<file path="config.mk">
export PLATFORM = sky130hd
export DESIGN_NAME = dbf_coarse_delay
export DESIGN_NICKNAME = d
export VERILOG_FILES = /design/src/rtl/dbf_pkg.sv /design/src/rtl/dbf_coef_rom.sv /design/src/rtl/dbf_coarse_delay.sv
export SDC_FILE = /design/constraint.sdc
export NUM_CORES = 1
export LEC_CHECK = 0
export BUFFER_PORTS_ARGS = -buffer_cell sky130_fd_sc_hd__buf_2
export CAP_MARGIN = 10
export CORE_MARGIN = 1
export CORE_UTILIZATION = 40
export DETAILED_ROUTE_END_ITERATION = 10
export GPL_TIMING_DRIVEN = 1
export PLACE_DENSITY = 0.67
export SLEW_MARGIN = 20
export SYNTH_ARGS = -nofsm -noshare
export SYNTH_HDL_FRONTEND = slang
export SYNTH_HIERARCHICAL = 1
export SYNTH_SLANG_ARGS = --single-unit
</file>
<file path="constraint.sdc">
create_clock -name clk -period 9.1 [get_ports clk]
set_clock_uncertainty 0.15 [all_clocks]
set_input_delay 1.365 -clock clk [delete_from_list [all_inputs] [get_ports clk]]
set_output_delay 1.365 -clock clk [all_outputs]
set_load 0.005 [all_outputs]
</file>
<file path="src/rtl/dbf_pkg.sv">
`default_nettype none
// ============================================================================
// Module      : dbf_pkg
// Description : Shared definitions for the DBF coarse-delay front end.
//               Holds the default width localparams, the UNITY coefficient
//               constant, the delay-controller state encoding and the MMSE
//               fractional-delay coefficient table.
// Revision    : 1.0 - initial release
// ============================================================================
package dbf_pkg;

  localparam int DBF_INPUT_WD    = 12;
  localparam int DBF_FILTER_COFF = 16;
  localparam int DBF_MAX_DELAY   = 64;
  localparam int DBF_FRAC_WD     = 4;

  // Q1.(FILTER_COFF-2) representation of 1.0
  localparam logic [DBF_FILTER_COFF-1:0] DBF_UNITY = 16'd16384;

  typedef enum logic [1:0] {
    ST_IDLE  = 2'd0,
    ST_FLUSH = 2'd1,
    ST_FILL  = 2'd2,
    ST_RUN   = 2'd3
  } dbf_state_e;

  // MMSE-optimised h1 for each fractional step; h0 is UNITY - h1.
  // Entry 0 is exactly zero so frac=0 gives the pure {UNITY, 0} pair.
  localparam logic [DBF_FILTER_COFF-1:0] DBF_MMSE_H1 [2**DBF_FRAC_WD] = '{
    16'd0,     16'd1000,  16'd2030,  16'd3080,
    16'd4140,  16'd5200,  16'd6270,  16'd7330,
    16'd8192,  16'd9054,  16'd10114, 16'd11174,
    16'd12244, 16'd13304, 16'd14354, 16'd15384
  };

endpackage : dbf_pkg
`default_nettype wire

</file>
<file path="src/rtl/dbf_coef_rom.sv">
`default_nettype none
// ============================================================================
// Module      : dbf_coef_rom
// Description : Fractional delay -> 2-tap interpolator coefficients {h0,h1}.
//               Purely combinational; the caller registers the result.
//               Build option DBF_MMSE_LUT_EN selects the MMSE table in
//               dbf_pkg; otherwise the coefficients are linear:
//                 h1 = frac * UNITY >> FRAC_WD,  h0 = UNITY - h1
// Ports       : frac  in   FRAC_WD      fractional delay
//               h0    out  FILTER_COFF  current-sample tap
//               h1    out  FILTER_COFF  previous-sample tap
// Revision    : 1.0 - initial release
// ============================================================================
module dbf_coef_rom #(
  parameter int FILTER_COFF = 16,
  parameter int FRAC_WD     = 4
) (
  input  logic [FRAC_WD-1:0]     frac,
  output logic [FILTER_COFF-1:0] h0,
  output logic [FILTER_COFF-1:0] h1
);
  import dbf_pkg::*;

  localparam logic [FILTER_COFF-1:0] UNITY =
    {{(FILTER_COFF-1){1'b0}}, 1'b1} << (FILTER_COFF-2);

  always_comb begin
`ifdef DBF_MMSE_LUT_EN
    h1 = FILTER_COFF'(DBF_MMSE_H1[frac]);
`else
    // UNITY is a power of two, so the multiply-and-shift reduces to
    // placing frac just below the binary point.
    h1 = {{(FILTER_COFF-FRAC_WD){1'b0}}, frac} << (FILTER_COFF-2-FRAC_WD);
`endif
    h0 = UNITY - h1;
  end

endmodule : dbf_coef_rom
`default_nettype wire

</file>
<file path="src/rtl/dbf_coarse_delay.sv">
`default_nettype none
// ============================================================================
// Module      : dbf_coarse_delay
// Description : Per-channel steering delay front end of the DBF datapath.
//               Integer sample delay through a circular buffer, fractional
//               delay converted to fine-stage coefficients h0/h1, and a
//               load/busy handshake that inserts a flush bubble on reload.
//               Build option DBF_MMSE_LUT_EN (in dbf_coef_rom) selects MMSE
//               coefficients instead of linear ones.
// Ports       : clk         in   1            rising-edge clock
//               reset_n     in   1            async active-low reset
//               din         in   INPUT_WD     signed ADC sample
//               din_valid   in   1            din qualifier
//               delay_int   in   AW           coarse delay, samples
//               delay_frac  in   FRAC_WD      fractional delay
//               delay_load  in   1            load request
//               delay_busy  out  1            load in progress
//               dout        out  INPUT_WD     delayed sample
//               dout_valid  out  1            dout qualifier
//               h0, h1      out  FILTER_COFF  fine-stage coefficients
// Revision    : 1.0 - initial release
// ============================================================================
module dbf_coarse_delay import dbf_pkg::*; #(
  parameter int INPUT_WD    = DBF_INPUT_WD,
  parameter int FILTER_COFF = DBF_FILTER_COFF,
  parameter int MAX_DELAY   = DBF_MAX_DELAY,
  parameter int FRAC_WD     = DBF_FRAC_WD,
  localparam int AW         = $clog2(MAX_DELAY)
) (
  input  logic                   clk,
  input  logic                   reset_n,
  input  logic [INPUT_WD-1:0]    din,
  input  logic                   din_valid,
  input  logic [AW-1:0]          delay_int,
  input  logic [FRAC_WD-1:0]     delay_frac,
  input  logic                   delay_load,
  output logic                   delay_busy,
  output logic [INPUT_WD-1:0]    dout,
  output logic                   dout_valid,
  output logic [FILTER_COFF-1:0] h0,
  output logic [FILTER_COFF-1:0] h1
);

  dbf_state_e             state_q, state_d;
  logic [AW-1:0]          wr_ptr_q, wr_ptr_d;
  logic [AW-1:0]          fill_cnt_q, fill_cnt_d;
  logic [AW-1:0]          d_int_q, d_int_d;
  logic [FRAC_WD-1:0]     frac_q, frac_d;
  logic [INPUT_WD-1:0]    dout_q, dout_d;
  logic                   dout_valid_q, dout_valid_d;
  logic [FILTER_COFF-1:0] h0_q, h0_d, h1_q, h1_d;

  logic [INPUT_WD-1:0]    mem_q [MAX_DELAY];
  logic [AW-1:0]          rd_addr;
  logic [INPUT_WD-1:0]    rd_data;
  logic [FILTER_COFF-1:0] rom_h0, rom_h1;
  logic                   load_acc;
  logic                   filled;

  dbf_coef_rom #(
    .FILTER_COFF (FILTER_COFF),
    .FRAC_WD     (FRAC_WD)
  ) u_coef_rom (
    .frac (frac_q),
    .h0   (rom_h0),
    .h1   (rom_h1)
  );

  // Distributed RAM: one write port, one asynchronous read port.
  always_ff @(posedge clk) begin
    if (din_valid) mem_q[wr_ptr_q] <= din;
  end

  // Modulo-MAX_DELAY subtraction; the read sees the pre-write contents, so
  // this is the sample written d_int samples before the current one.
  assign rd_addr    = wr_ptr_q - d_int_q;
  assign rd_data    = mem_q[rd_addr];
  assign filled     = (fill_cnt_q >= d_int_q);
  assign delay_busy = (state_q == ST_FLUSH) || (state_q == ST_FILL);
  assign load_acc   = delay_load && !delay_busy;

  always_comb begin
    state_d    = state_q;
    wr_ptr_d   = wr_ptr_q;
    fill_cnt_d = fill_cnt_q;
    d_int_d    = d_int_q;
    frac_d     = frac_q;
    dout_d     = dout_q;
    h0_d       = h0_q;
    h1_d       = h1_q;

    if (din_valid) begin
      wr_ptr_d = wr_ptr_q + 1'b1;
      if (fill_cnt_q != {AW{1'b1}}) fill_cnt_d = fill_cnt_q + 1'b1;
      dout_d = (d_int_q == '0) ? din : rd_data;
    end

    if (load_acc) begin
      d_int_d = delay_int;
      frac_d  = delay_frac;
    end

    case (state_q)
      ST_IDLE:  if (load_acc) state_d = ST_FLUSH;
      ST_FLUSH: begin
        h0_d    = rom_h0;
        h1_d    = rom_h1;
        state_d = filled ? ST_RUN : ST_FILL;
      end
      ST_FILL:  if (filled) state_d = ST_RUN;
      ST_RUN:   if (load_acc) state_d = ST_FLUSH;
      default:  state_d = ST_IDLE;
    endcase

    // A sample is good once the buffer holds enough history for it; the
    // sample presented on the load cycle falls into the bubble.
    dout_valid_d = din_valid && (state_d == ST_RUN);
  end

  always_ff @(posedge clk or negedge reset_n) begin
    if (!reset_n) begin
      state_q      <= ST_IDLE;
      wr_ptr_q     <= '0;
      fill_cnt_q   <= '0;
      d_int_q      <= '0;
      frac_q       <= '0;
      dout_q       <= '0;
      dout_valid_q <= 1'b0;
      h0_q         <= '0;
      h1_q         <= '0;
    end else begin
      state_q      <= state_d;
      wr_ptr_q     <= wr_ptr_d;
      fill_cnt_q   <= fill_cnt_d;
      d_int_q      <= d_int_d;
      frac_q       <= frac_d;
      dout_q       <= dout_d;
      dout_valid_q <= dout_valid_d;
      h0_q         <= h0_d;
      h1_q         <= h1_d;
    end
  end

  assign dout       = dout_q;
  assign dout_valid = dout_valid_q;
  assign h0         = h0_q;
  assign h1         = h1_q;

endmodule : dbf_coarse_delay
`default_nettype wire

</file>
======== Word-level counts from Yosys, hierarchy flattened ========
Memory sizes are Yosys's and may differ from the RTL's. A register that Yosys moved wholly into a read port is not among the register bits.
Cells that the tools add are included.
Widths: inputs -> output; s select.
storage, ports and cells
  input bits .............................. 26
  memory bits (read-only) ................. 0
  bits in writable memories ............... 768
  memories kept ........................... 1
  output and inout port bits .............. 46
  register bits after elaboration ......... 45
  bits in latches ......................... 0
cells by class
  shift operators ......................... 0
  mux-type cells .......................... 6
  reductions and logical operators ........ 8
  multiply operators ...................... 0
  bitwise logic cells ..................... 0
  add/subtract/negate cells ............... 4
  magnitude comparators ................... 1
  divide/modulo/power cells ............... 0
  equal/unequal tests ..................... 5
memories
  memory  depth  bits a word  read ports  clocked after memory_dff  write ports  RTL line                text
  mem_q   64     12           1           1                         1            dbf_coarse_delay.sv:53  logic [INPUT_WD-1:0] mem_q [MAX_DELAY];
operator list
  cell                    count
  $sub 15x14->16 const A  1
  $add 6x1->6 const B     2
  $eq 2x2->1 const B      3
  $ge 6x6->1              1
  $ne 6x6->1 const B      1
  $pmux 2 s3              1
  $sub 6x6->6             1
  $mux 2                  2
  $mux 1                  3
  $eq 2x1->1 const B      1
  $logic_and 1x1->1       2
  $logic_not 1->1         2
  $logic_not 2->1         1
  $reduce_and 2->1        1
  $reduce_or 2->1         1
  $logic_or 1x1->1        1

======== Longest topological paths before layout ========
  depth in word-level cells ............... 8
  depth in mapped cells ................... 14

======== Hierarchy ========
Netlist, hierarchy kept.
modules (own cells, without submodules)
  module            cells an instance  area each (µm²)  instances
  dbf_coarse_delay  1463               32794.0          1
  dbf_coef_rom      36                 269.0            1

======== Worst setup path after synthesis ========
No wires, ideal clock.
  path kind ............................... input-to-reg
  start point ............................. in din_valid
  end point ............................... mem mem_q[55][0] (netlist bit), enable pin
  setup time .............................. 0.412 ns
  cell stages on the path ................. 5
  slack ................................... 5.048 ns
  buffers on the path ..................... 3
  arrival ................................. 3.489 ns
  cells stage by stage .................... clkbuf_1 clkbuf_1 nand4_1 clkbuf_1 nor4_1
on the way
  cells in the longest elaborated chain, start to end .. 2
RTL lines
  item                          RTL line                text
  start: declaration            dbf_coarse_delay.sv:33  input logic din_valid,
  $mux 1                        dbf_coarse_delay.sv:71  if (din_valid) mem_q[wr_ptr_q] <= din;
  $mux 1 (not written as such)  dbf_coarse_delay.sv:71
  end: declaration              dbf_coarse_delay.sv:53
Every way passes these cells.

======== Worst setup path after layout ========
  start point ............................. reg wr_ptr_q[0]
  end point ............................... reg dout_q[10] (netlist: dout[10]), read port of mem_q
on the way
  cells in the longest elaborated chain, start to end .. 1
RTL lines
  item                      RTL line                 text
  start: declaration        dbf_coarse_delay.sv:45   logic [AW-1:0] wr_ptr_q, wr_ptr_d;
  start signal: assignment  dbf_coarse_delay.sv:133  wr_ptr_q <= wr_ptr_d;
  $sub 6x6->6               dbf_coarse_delay.sv:76   assign rd_addr = wr_ptr_q - d_int_q;
  end: declaration          dbf_coarse_delay.sv:49   logic [INPUT_WD-1:0] dout_q, dout_d;
Every way passes these cells.
A chain may end at the register's enable or synchronous reset.

==> results.py <==
metrics = {
    "clocking": {
        "insertion_delay_ns": 0.64,
        "htree_levels": 3,
        "cts_resized": 0,
        "path_clk_slew_ns": 0.06,
        "postCtsSetupRepairBufs": 0,
        "cts.sinks": 837,
        "cts_tree": "built",
        "cts_made_buffers": 83,
        "root_buffer": "clkbuf_16",
        "hold_buffers": 0,
        "clockBufferDepth": 3,
    },
    "placed_design": {
        "portBuffers": 71,
        "place_hpwl_um": 40500,
        "placedCellCount": 2609,
        "placed_cell_area_um2": 34780,
        "place_congestion": 0.8269,
    },
    "global_routing": {
        "grtUsageTotal_pct": 17.82,
        "grt_first_pass_wirelength_um": 107700,
        "first_global_vias": 15827,
        "grt_max_degree": 123,
        "antenna_found_initial": 1,
        "overflow": 0,
    },
    "critical_path": {
        "r2r_cells": 8,
        "timing.rr.start": "wr_ptr_q[0]",
        "reg2reg_to": "dout[10]",
        "crit_path_end_kind": "register",
        "worstPathMaxFanout": 49,
        "r2r_setup_slack_ns": 4.19,
        "critPathRequiredTime_ns": 9.47,
        "crit_path_start_kind": "register",
        "path_class": "register to register",
        "critical_path_arrival_ns": 5.28,
    },
    "synth": {
        "synth_largest_area_cell": "edfxtp_1",
        "synth_top_area_share_pct": 69.75,
        "synth_most_common_cell": "edfxtp_1",
        "synth_cell_types": 47,
        "syn_inst": 1499,
        "synth_edf_count": 768,
        "avgSynthCellArea_um2": 22.06,
        "synth.area.top_cells": "edfxtp_1 70%, mux4_2 16%, dfrtp_1 5.2%",
        "synth_area_um2": 33060,
        "async_flop_share_pct": 8.244,
        "netlist_top_cells_count": "768 x edfxtp_1, 240 x mux4_2, 80 x nor2_1",
        "ys.warnings.count": 6,
        "synth-seq-cells": 837,
        "yosysSeqAreaShare_pct": 74.97,
        "ys.flop_type": "edfxtp_1",
    },
    "finish": {
        "synthToLayoutAreaGrowth_pct": 13.66,
        "layout-drive-gt1-share_pct": 33.51,
        "nNetsFinal": 1668,
        "fillers": 6746,
        "stdcell_area_um2": 37580,
        "stdcell_count": 2760,
    },
    "worst_hold_path": {
        "min_from": "h0[5]",
        "hp-class": "register to register",
        "hold_end": "h0[5]",
        "whs_path_depth": 1,
    },
    "routing": {
        "wl_per_cell_um": 26.35,
        "vias": 15413,
        "route.detailed.drc": 0,
        "first_pass_iters": 5,
        "drtIter0Drc": 1970,
        "avgViaCountPerCell": 5.584,
        "wirelength_um": 72730,
        "ant_nets": 0,
    },
    "timing": {
        "timing.final.crit_period_ns": 4.905,
        "worstMarginPinSlew_ns": 1.086,
        "fin_crit_sh_pct": 53.91,
        "clock.fmax_ghz": 0.2039,
        "final_hold_viol_count": 0,
        "drv_slew": 0,
        "setup_tns_ns": 0,
        "rsz0062_at_grt": "false",
        "setup_viol": 0,
        "slew_headroom_pct": 27.53,
    },
    "floorplan": {
        "die_h_um": 289.5,
        "core.rowCount": 105,
        "die_w_um": 289.5,
        "pin_count": 72,
        "core-area_um2": 81980,
        "dieArea_um2": 83810,
        "start_util_pct": 40.33,
    },
    "job": {
        "drv_cap": 0,
    },
    "status": {
        "outcome": "complete, no violations",
    },
}
-- per-layer routing --
| layer | part of all wire (%) | vias up | GRT usage, % | wire length, um |
|---|---|---|---|---|
| met5 | 0.021 | - | 0 | 15 |
| met4 | 2.9 | 2 | 5.445 | 2096 |
| met3 | 8.4 | 131 | 4.192 | 6080 |
| met2 | 48 | 674 | 28.31 | 34850 |
| met1 | 41 | 8195 | 24.53 | 29690 |
| li1 | - | 6411 | - | - |
-- sequential cells by signal (all words and copies together), names as in the netlist --
register	cells
wr_ptr_q	6
h1	16
d_int_q	6
mem_q	768
dout	12
fill_cnt_q	6
state_q	2
h0	16
dout_valid	1
frac_q	4
-- cells in the final DEF (no fill, tap or decap), types with 2 or more instances in the layout --
master / instances
nor3_1: 6
o31ai_1: 2
xnor2_2: 2
clkinv_16: 2
conb_1: 23
ha_1: 16
mux2_2: 43
buf_12: 2
mux4_2: 240
edfxtp_1: 768
dfrtp_1: 69
mux2i_1: 24
a21oi_1: 6
buf_4: 56
nand4_1: 4
nor2_1: 49
clkinvlp_4: 2
nand2_1: 15
clkbuf_16: 85
xnor2_1: 11
nand3_1: 13
clkbuf_1: 11
nor2_2: 31
clkinv_1: 18
bufinv_16: 9
nor2b_1: 27
xor2_1: 6
o21a_1: 2
a21o_1: 4
clkbuf_8: 5
buf_2: 62
inv_1: 19
clkinv_2: 14
o21ai_0: 4
nand2b_1: 2
a2111o_1: 12
o21bai_1: 2
-- cell families after synthesis --
kind of cell | after synthesis | share of synthesized area, %
buffers and inverters | 121 | 1.949
other | 1 | 0.01134
xor gates and xnor gates | 20 | 0.5525
AOI/OAI and AO/OA | 43 | 1.169
adders and majority gates | 18 | 0.7039
and+or+nand+nor | 152 | 2.100
DFF | 837 | 74.97
muxes | 307 | 18.54
-- worst max-delay path by stage --
| stage | endpoint | slack [ns] | depth (start not counted) | startpoint |
|---|---|---|---|---|
| floorplan | mem_q[55][0] | 5.05 | 5 | din_valid |
| global placement | dout[8] | 4.28 | 8 | wr_ptr_q[0] |
| detailed placement | dout[0] | 4.21 | 8 | wr_ptr_q[0] |
| CTS | dout[0] | 4.20 | 8 | wr_ptr_q[0] |
| global route | dout[10] | 3.89 | 8 | wr_ptr_q[0] |
| finish | dout[10] | 4.19 | 8 | wr_ptr_q[0] |
-- worst max-delay path: stages (launching register included) --
cell and delay (ns):
dfrtp_1 0.54, inv_1 0.14, ha_4 0.82, buf_4 0.88
mux4_2 0.62, mux4_2 0.50, mux2i_1 0.55, nor2b_1 0.14
a2111o_1 0.37
-- final cells by class --
cell class / count / area, um2 / area share, %
antenna: 1 / 2.502 / 0.006659
clock buffer: 101 / 2237 / 5.953
clock inverter: 49 / 539.3 / 1.435
inverter: 19 / 71.32 / 0.1898
multi-input combinational: 563 / 7831 / 20.84
sequential: 837 / 24790 / 65.96
tap: 1070 / 1339 / 3.562
timing repair buffer: 120 / 770.7 / 2.051
-- metrics by stage --
stage | setup slack, ns | util [%] | hold WS [ns]
floorplan | 5.048 | - | 0.3294
global placement | 4.278 | 42.41 | 0.3342
detailed placement | 4.208 | 42.42 | 0.3438
CTS | 4.201 | 45.81 | 0.3569
global route | 3.891 | 45.84 | 0.3822
finish | 4.195 | 45.84 | 0.3551
Power is not shown: default switching activity piles up to over one toggle a cycle in this logic, so the estimate is an artifact.
